### config.mk
export PLATFORM = sky130hd
export DESIGN_NAME = stage_sequencer
export DESIGN_NICKNAME = d
export VERILOG_FILES = /design/src/rtl/stage_sequencer_pkg.sv /design/src/rtl/stage_sequencer_wait_timer.sv /design/src/rtl/stage_sequencer.sv
export SDC_FILE = /design/constraint.sdc
export NUM_CORES = 1
export LEC_CHECK = 0
export CAP_MARGIN = 30
export CELL_PAD_IN_SITES_DETAIL_PLACEMENT = 0
export CELL_PAD_IN_SITES_GLOBAL_PLACEMENT = 1
export CORE_UTILIZATION = 35
export CTS_CLUSTER_DIAMETER = 40
export DETAILED_ROUTE_END_ITERATION = 8
export DONT_BUFFER_PORTS = 1
export HOLD_SLACK_MARGIN = 0.12
export PLACE_DENSITY_LB_ADDON = 0.1
export SLEW_MARGIN = 30
export SYNTH_ARGS = -nofsm -noshare
export SYNTH_HDL_FRONTEND = slang
export SYNTH_SLANG_ARGS = --single-unit
### constraint.sdc
create_clock -name clk -period 1.3 [get_ports clk]
set_input_delay 0.13 -clock clk [delete_from_list [all_inputs] [get_ports clk]]
set_output_delay 0.13 -clock clk [all_outputs]
set_load 0.01 [all_outputs]
### src/rtl/stage_sequencer_pkg.sv
// stage_sequencer_pkg: shared stage codes, RV32I opcode constants and decode helpers
// for the multi-cycle stage sequencer.
//   stage_e                 - 3-bit stage bus encoding (REGISTER_UPDATE must stay 4)
//   RISCV_*                 - major opcodes the sequencer needs to steer on
//   FUNCT12_EBREAK          - instr[31:20] value that marks EBREAK under RISCV_SYSTEM
package stage_sequencer_pkg;

    typedef enum logic [2:0] {
        STAGE_FETCH           = 3'd0,
        STAGE_DECODE          = 3'd1,
        STAGE_EXECUTE         = 3'd2,
        STAGE_MEM             = 3'd3,
        STAGE_REGISTER_UPDATE = 3'd4,
        STAGE_HALT            = 3'd7
    } stage_e;

    localparam logic [6:0] RISCV_LOAD   = 7'b0000011;
    localparam logic [6:0] RISCV_STORE  = 7'b0100011;
    localparam logic [6:0] RISCV_BRANCH = 7'b1100011;
    localparam logic [6:0] RISCV_SYSTEM = 7'b1110011;

    localparam logic [11:0] FUNCT12_EBREAK = 12'h001;

    function automatic logic is_mem_op(input logic [6:0] op);
        return (op == RISCV_LOAD) || (op == RISCV_STORE);
    endfunction

    function automatic logic is_ebreak(input logic [6:0] op, input logic [11:0] f12);
        return (op == RISCV_SYSTEM) && (f12 == FUNCT12_EBREAK);
    endfunction

    // Stores and branches have no destination register.
    function automatic logic writes_rd(input logic [6:0] op);
        return (op != RISCV_STORE) && (op != RISCV_BRANCH);
    endfunction

endpackage

### src/rtl/stage_sequencer_wait_timer.sv
// stage_wait_timer: counts consecutive stalled memory-wait cycles and flags expiry.
//   clk       - core clock
//   rst_n     - asynchronous active-low reset
//   wait_i    - high in a FETCH/MEM cycle whose ack has not arrived
//   expired_o - high in the stalled cycle that completes MEM_TIMEOUT waits
//               (never high when MEM_TIMEOUT is 0)
module stage_wait_timer #(
    parameter int unsigned MEM_TIMEOUT = 16
) (
    input  logic clk,
    input  logic rst_n,
    input  logic wait_i,
    output logic expired_o
);

    localparam int unsigned CW = (MEM_TIMEOUT > 1) ? $clog2(MEM_TIMEOUT) : 1;
    localparam logic [CW-1:0] LAST = CW'((MEM_TIMEOUT > 0) ? MEM_TIMEOUT - 1 : 0);

    logic [CW-1:0] cnt_q, cnt_d;

    // cnt_q holds the number of earlier stalled cycles, so the current stalled
    // cycle is wait number cnt_q+1; expiry fires when that reaches MEM_TIMEOUT.
    // Any cycle that is not a stall (ack, or not waiting at all) clears it, which
    // covers every state change out of FETCH or MEM.
    assign expired_o = (MEM_TIMEOUT != 0) && wait_i && (cnt_q == LAST);
    assign cnt_d     = (wait_i && !expired_o) ? cnt_q + 1'b1 : '0;

    always_ff @(posedge clk or negedge rst_n) begin
        if (!rst_n) begin
            cnt_q <= '0;
        end else begin
            cnt_q <= cnt_d;
        end
    end

endmodule

### src/rtl/stage_sequencer.sv
// stage_sequencer: multi-cycle RV32I instruction stage controller.
// Optional performance counters are built when STAGE_SEQ_PERF_EN is defined.
//   clk, rst_n      - core clock, asynchronous active-low reset
//   opcode, funct12 - fields of the latched instruction
//   imem_ack        - instruction fetch data valid
//   dmem_ack        - data load/store complete
//   halt_req        - external halt request, honoured only in REGISTER_UPDATE
//   resume          - one-cycle pulse that leaves HALT
//   stage           - current stage code
//   imem_req, dmem_req, ir_en, pc_en, rd_we - requests/strobes decoded from stage
//   halted          - core is in HALT
//   bus_error       - sticky memory-timeout flag
//   cycle_cnt, instret_cnt (STAGE_SEQ_PERF_EN only) - non-halted cycles, retired instructions
module stage_sequencer
    import stage_sequencer_pkg::*;
#(
    parameter int unsigned MEM_TIMEOUT = 16
) (
    input  logic        clk,
    input  logic        rst_n,
    input  logic [6:0]  opcode,
    input  logic [11:0] funct12,
    input  logic        imem_ack,
    input  logic        dmem_ack,
    input  logic        halt_req,
    input  logic        resume,
    output logic [2:0]  stage,
    output logic        imem_req,
    output logic        dmem_req,
    output logic        ir_en,
    output logic        pc_en,
    output logic        rd_we,
    output logic        halted,
    output logic        bus_error
`ifdef STAGE_SEQ_PERF_EN
    ,
    output logic [63:0] cycle_cnt,
    output logic [63:0] instret_cnt
`endif
);

    stage_e state_q, state_d;
    logic   bus_error_q, bus_error_d;
    logic   mem_wait, timeout;

    assign mem_wait = ((state_q == STAGE_FETCH) && !imem_ack) ||
                      ((state_q == STAGE_MEM)   && !dmem_ack);

    stage_wait_timer #(
        .MEM_TIMEOUT (MEM_TIMEOUT)
    ) u_wait_timer (
        .clk       (clk),
        .rst_n     (rst_n),
        .wait_i    (mem_wait),
        .expired_o (timeout)
    );

    always_ff @(posedge clk or negedge rst_n) begin
        if (!rst_n) begin
            state_q     <= STAGE_FETCH;
            bus_error_q <= 1'b0;
        end else begin
            state_q     <= state_d;
            bus_error_q <= bus_error_d;
        end
    end

    // Timeout only fires on a stalled cycle, so an ack in the same cycle always
    // takes the normal path and never sets bus_error.
    always_comb begin
        state_d     = state_q;
        bus_error_d = bus_error_q | timeout;
        case (state_q)
            STAGE_FETCH:           state_d = imem_ack ? STAGE_DECODE :
                                             timeout  ? STAGE_HALT   : STAGE_FETCH;
            STAGE_DECODE:          state_d = STAGE_EXECUTE;
            STAGE_EXECUTE:         state_d = is_mem_op(opcode)          ? STAGE_MEM  :
                                             is_ebreak(opcode, funct12) ? STAGE_HALT :
                                                                          STAGE_REGISTER_UPDATE;
            STAGE_MEM:             state_d = dmem_ack ? STAGE_REGISTER_UPDATE :
                                             timeout  ? STAGE_HALT : STAGE_MEM;
            STAGE_REGISTER_UPDATE: state_d = halt_req ? STAGE_HALT : STAGE_FETCH;
            STAGE_HALT:            state_d = resume ? STAGE_FETCH : STAGE_HALT;
            // Codes 5 and 6 are not valid stages; recover through FETCH.
            default:               state_d = STAGE_FETCH;
        endcase
    end

    // Strobes are decoded straight from the state register so an asynchronous
    // reset withdraws any outstanding memory request without waiting for a clock.
    always_comb begin
        stage     = state_q;
        imem_req  = (state_q == STAGE_FETCH);
        ir_en     = (state_q == STAGE_FETCH) && imem_ack;
        dmem_req  = (state_q == STAGE_MEM);
        pc_en     = (state_q == STAGE_REGISTER_UPDATE);
        rd_we     = (state_q == STAGE_REGISTER_UPDATE) && writes_rd(opcode);
        halted    = (state_q == STAGE_HALT);
        bus_error = bus_error_q;
    end

`ifdef STAGE_SEQ_PERF_EN
    logic [63:0] cycle_q, instret_q;

    always_ff @(posedge clk or negedge rst_n) begin
        if (!rst_n) begin
            cycle_q   <= '0;
            instret_q <= '0;
        end else begin
            if (state_q != STAGE_HALT) cycle_q <= cycle_q + 64'd1;
            if (pc_en) instret_q <= instret_q + 64'd1;
        end
    end

    assign cycle_cnt   = cycle_q;
    assign instret_cnt = instret_q;
`endif

endmodule

==> results.rst <==
.. list-table::
   :header-rows: 1

   * - Metric
     - Value
   * - Total routing usage reported by global routing
     - 18.4%
   * - Routed vias
     - 503
   * - Cell area after placement
     - 588 sq um
   * - Floorplan die area
     - 1600 sq um
   * - Clock tree sinks
     - 8
   * - Number of cells on the worst hold path
     - 2
   * - Inserted Diodes
     - 0
   * - Post-Synthesis Net Count
     - 82
   * - Setup bufs post-CTS
     - 0
   * - Number of instances in the synthesized netlist
     - 56
   * - Endpoint kind of the worst setup timing path
     - flip-flop
   * - Commonest cells after routing, fill and taps aside
     - dfrtp_1 (8), buf_4 (6)
   * - Number of DRC markers after the initial detailed-route iteration
     - 7
   * - Maximum number of pins on one net before global-route repair
     - 11
   * - Clock tree from TritonCTS
     - built
   * - Leakage
     - 0.329 nW
   * - Pre-CTS setup slack
     - -0.128 ns
   * - VDD IR-drop max
     - 0.719 mV
   * - Number of nets in the layout
     - between 90 and 100
   * - Initial antenna violation count
     - 0
   * - Minimum setup slack among reg-to-reg paths
     - -0.14 ns
   * - Worst reg2reg startpoint
     - stage[1]
   * - Overall routed net length
     - between 1000 and 1500 um
   * - Via/cell ratio
     - roughly 5.9
   * - Power density over the cells
     - 1760 nW/um^2
   * - Wire length of the first global-routing pass
     - 1860 um
   * - Final WS setup
     - -0.138 ns
   * - Number of optimization iterations in the first detailed-route pass
     - 3
   * - Total grt overflow
     - 0
   * - Minimum clock period
     - 1.44 ns
   * - RD Place Congestion
     - 0.733
   * - Actual transition at the worst max-transition pin
     - 0.358 ns
   * - Period utilization
     - 111%
   * - Layout Skew
     - 0.000537 ns
   * - Area fraction of the dominant cell type after synthesis
     - 39.5%
   * - Crit Path Category
     - flip-flop to flip-flop
   * - Unique cell type count in the Yosys netlist
     - 29
   * - Cell depth of the worst flop-to-flop path
     - 4
   * - Via count of the first global-routing pass
     - 475
   * - Fraction of final layout cells with drive strength greater than 1
     - a little over a third
   * - Source of the worst hold timing path
     - opcode[6]
   * - Hold WC Path Type
     - primary input to flip-flop
   * - Core Footprint
     - 1320 sq um
   * - Boundary pin count
     - 35
   * - Category of the worst setup path launch point
     - flip-flop
   * - Worst slew margin relative to its limit
     - about three quarters
   * - Run status
     - complete, but fails checks
   * - Count of endpoints failing hold in the final timing report
     - 0
   * - Synth area leaders
     - dfrtp_1 (40%), nor2_1 (4.4%), nor3_1 (4.0%)
   * - Clk slew on worst S/H paths
     - 0.05 ns
   * - Drt drc
     - 0
   * - Starting utilization of the core area
     - approximately 38%
   * - Violated checks
     - negative setup slack
   * - Maximum root-to-sink buffer count
     - 2
   * - Part of the Yosys area used for sequential elements
     - 39.5%
   * - DP HPWL
     - 1100 um
   * - Total number of placement rows
     - 13
   * - Horizontal die dimension
     - 40.1 um
   * - Post-synthesis sequential element count
     - 8
   * - Peak Freq
     - 0.696 GHz
   * - Endpoint required time on the critical path
     - ~1.4 ns
   * - Post-DRT Antenna Nets
     - 0
   * - Per-instance average area after synthesis
     - about 9 sq um
   * - Htree depth
     - 1
   * - Post-Layout Inst Area
     - 716 sq um
   * - Critical R2R Capture
     - stage[1]
   * - Height of the die
     - 40.1 um
   * - Area growth, synth to finish
     - 41.2%
   * - Crit-path max FO
     - 4
   * - Most frequent standard cell in the layout excluding fill and tap cells
     - dfrtp_1
   * - Max-capacitance violation count
     - 0
   * - Crit path from
     - stage[1]
   * - Total of buffers placed on input and output ports
     - 0
   * - Number of max-slew violations in the final report
     - 0
   * - Destination of the worst hold path
     - stage[2]
   * - Post-Syn Area
     - 507 sq um
   * - Number of warnings printed during yosys synthesis
     - 0
   * - Clock root buffer
     - clkbuf_4
   * - Average routed wire per standard cell
     - 15.8 um
   * - Number of setup violations in the final report
     - 5
   * - Unrepaired setup endpoints after global routing
     - true
   * - Data arrival time of the critical path
     - 1.58 ns
   * - Leading area contributor after synthesis
     - dfrtp_1
   * - Insertion delay to the later sink of the worst-skew pair
     - roughly 0.25 ns
   * - Number of buffers added by the clock tree synthesis step
     - 3
[per-stage QoR]
step / power (mW) / cells / TNS, ns / hold slack [ns] / utilization, %
3_5_place_dp: 0.884 / 79 / -0.323 / -0.165 / 44.6
3_3_place_gp: 0.874 / 79 / -0.148 / -0.165 / 44.6
5_1_grt: 1.36 / 85 / -0.999 / 0.141 / 54.3
6_report: 1.26 / 85 / -0.387 / 0.133 / 54.3
2_1_floorplan: 0.672 / 56 / -0.252 / -0.166 / -
4_1_cts: 1.21 / 85 / -0.396 / 0.130 / 51.6
[logic make-up (layout without fill, tap and decap cells)]
logic type / after synthesis / count (layout) / share of synthesized area [%]
AOI/OAI and AO/OA: 9 / 9 / 12.6
xor gates and xnor gates: 2 / 2 / 3.46
adders and majority gates: 1 / 1 / 2.47
buffers and inverters: 2 / 16 / 1.73
DFF: 8 / 8 / 39.5
and+or+nand+nor: 34 / 34 / 40.2
[per-layer routing]
metal  global-route usage, %  share of wire, %
met5                       0                 0
met4                    12.9              0.45
met3                    3.33               8.7
met2                    34.7                54
met1                    17.5                37
[critical path, stage by stage (launching register included)]
cell and delay, ns:
dfrtp_1 0.40, or3b_4 0.42, nor4_4 0.21, nand4b_1 0.16
o311ai_1 0.13
[cells in the mapped netlist, drive strengths merged]
library cell,count
and2,3
nand4b,1
o2111ai,1
or4bb,1
nor3,4
o21a,1
nand2b,1
ha,1
nand2,4
xor2,2
o21ai,2
or2,1
buf,1
and3,3
nand4bb,1
nor2,6
nand3b,1
nand3,3
or3,1
dfrtp,8
a21o,1
o2bb2ai,1
or3b,1
a211oi,1
nor4,3
inv,1
o311ai,1
a21oi,1
[power by group]
part	internal (mW)	switching, mW
Sequential	0.309	0.0465
Clock	0.105	0.0776
Combinational	0.353	0.366
[repair_timing]
item / 4_1_cts / 5_1_grt
hold endpoints to repair: 10 / 0
gates resized for setup: 10 / 9
endpoints found under the setup margin: 9 / 11
pin swaps: 4 / 5
hold buffers: 3 / 0
[area by class of cell]
cell class                      instances  area (sq um)
Sequential cell                         8           200
Multi-Input combinational cell         46           362
Clock buffer                            3          22.5
Tap cell                               15          18.8
Timing Repair Buffer                   12           109
Fill cell                             133           602
Inverter                                1          3.75
[how the worst max path moves through the flow]
stage / to / slack (ns) / depth (start not counted)
global placement: stage[1] / -0.05 / 4
finish: stage[1] / -0.14 / 4
detailed placement: stage[1] / -0.13 / 4
floorplan: stage[1] / -0.14 / 5
CTS: stage[1] / -0.15 / 4
global route: stage[1] / -0.24 / 4
[registers in the layout, indices dropped and copies added, names as in the netlist]
| signal | cells |
|---|---|
| bus_error | 1 |
| stage | 3 |
| u_wait_timer.cnt_q | 4 |
(Power assumes the default switching activity.)
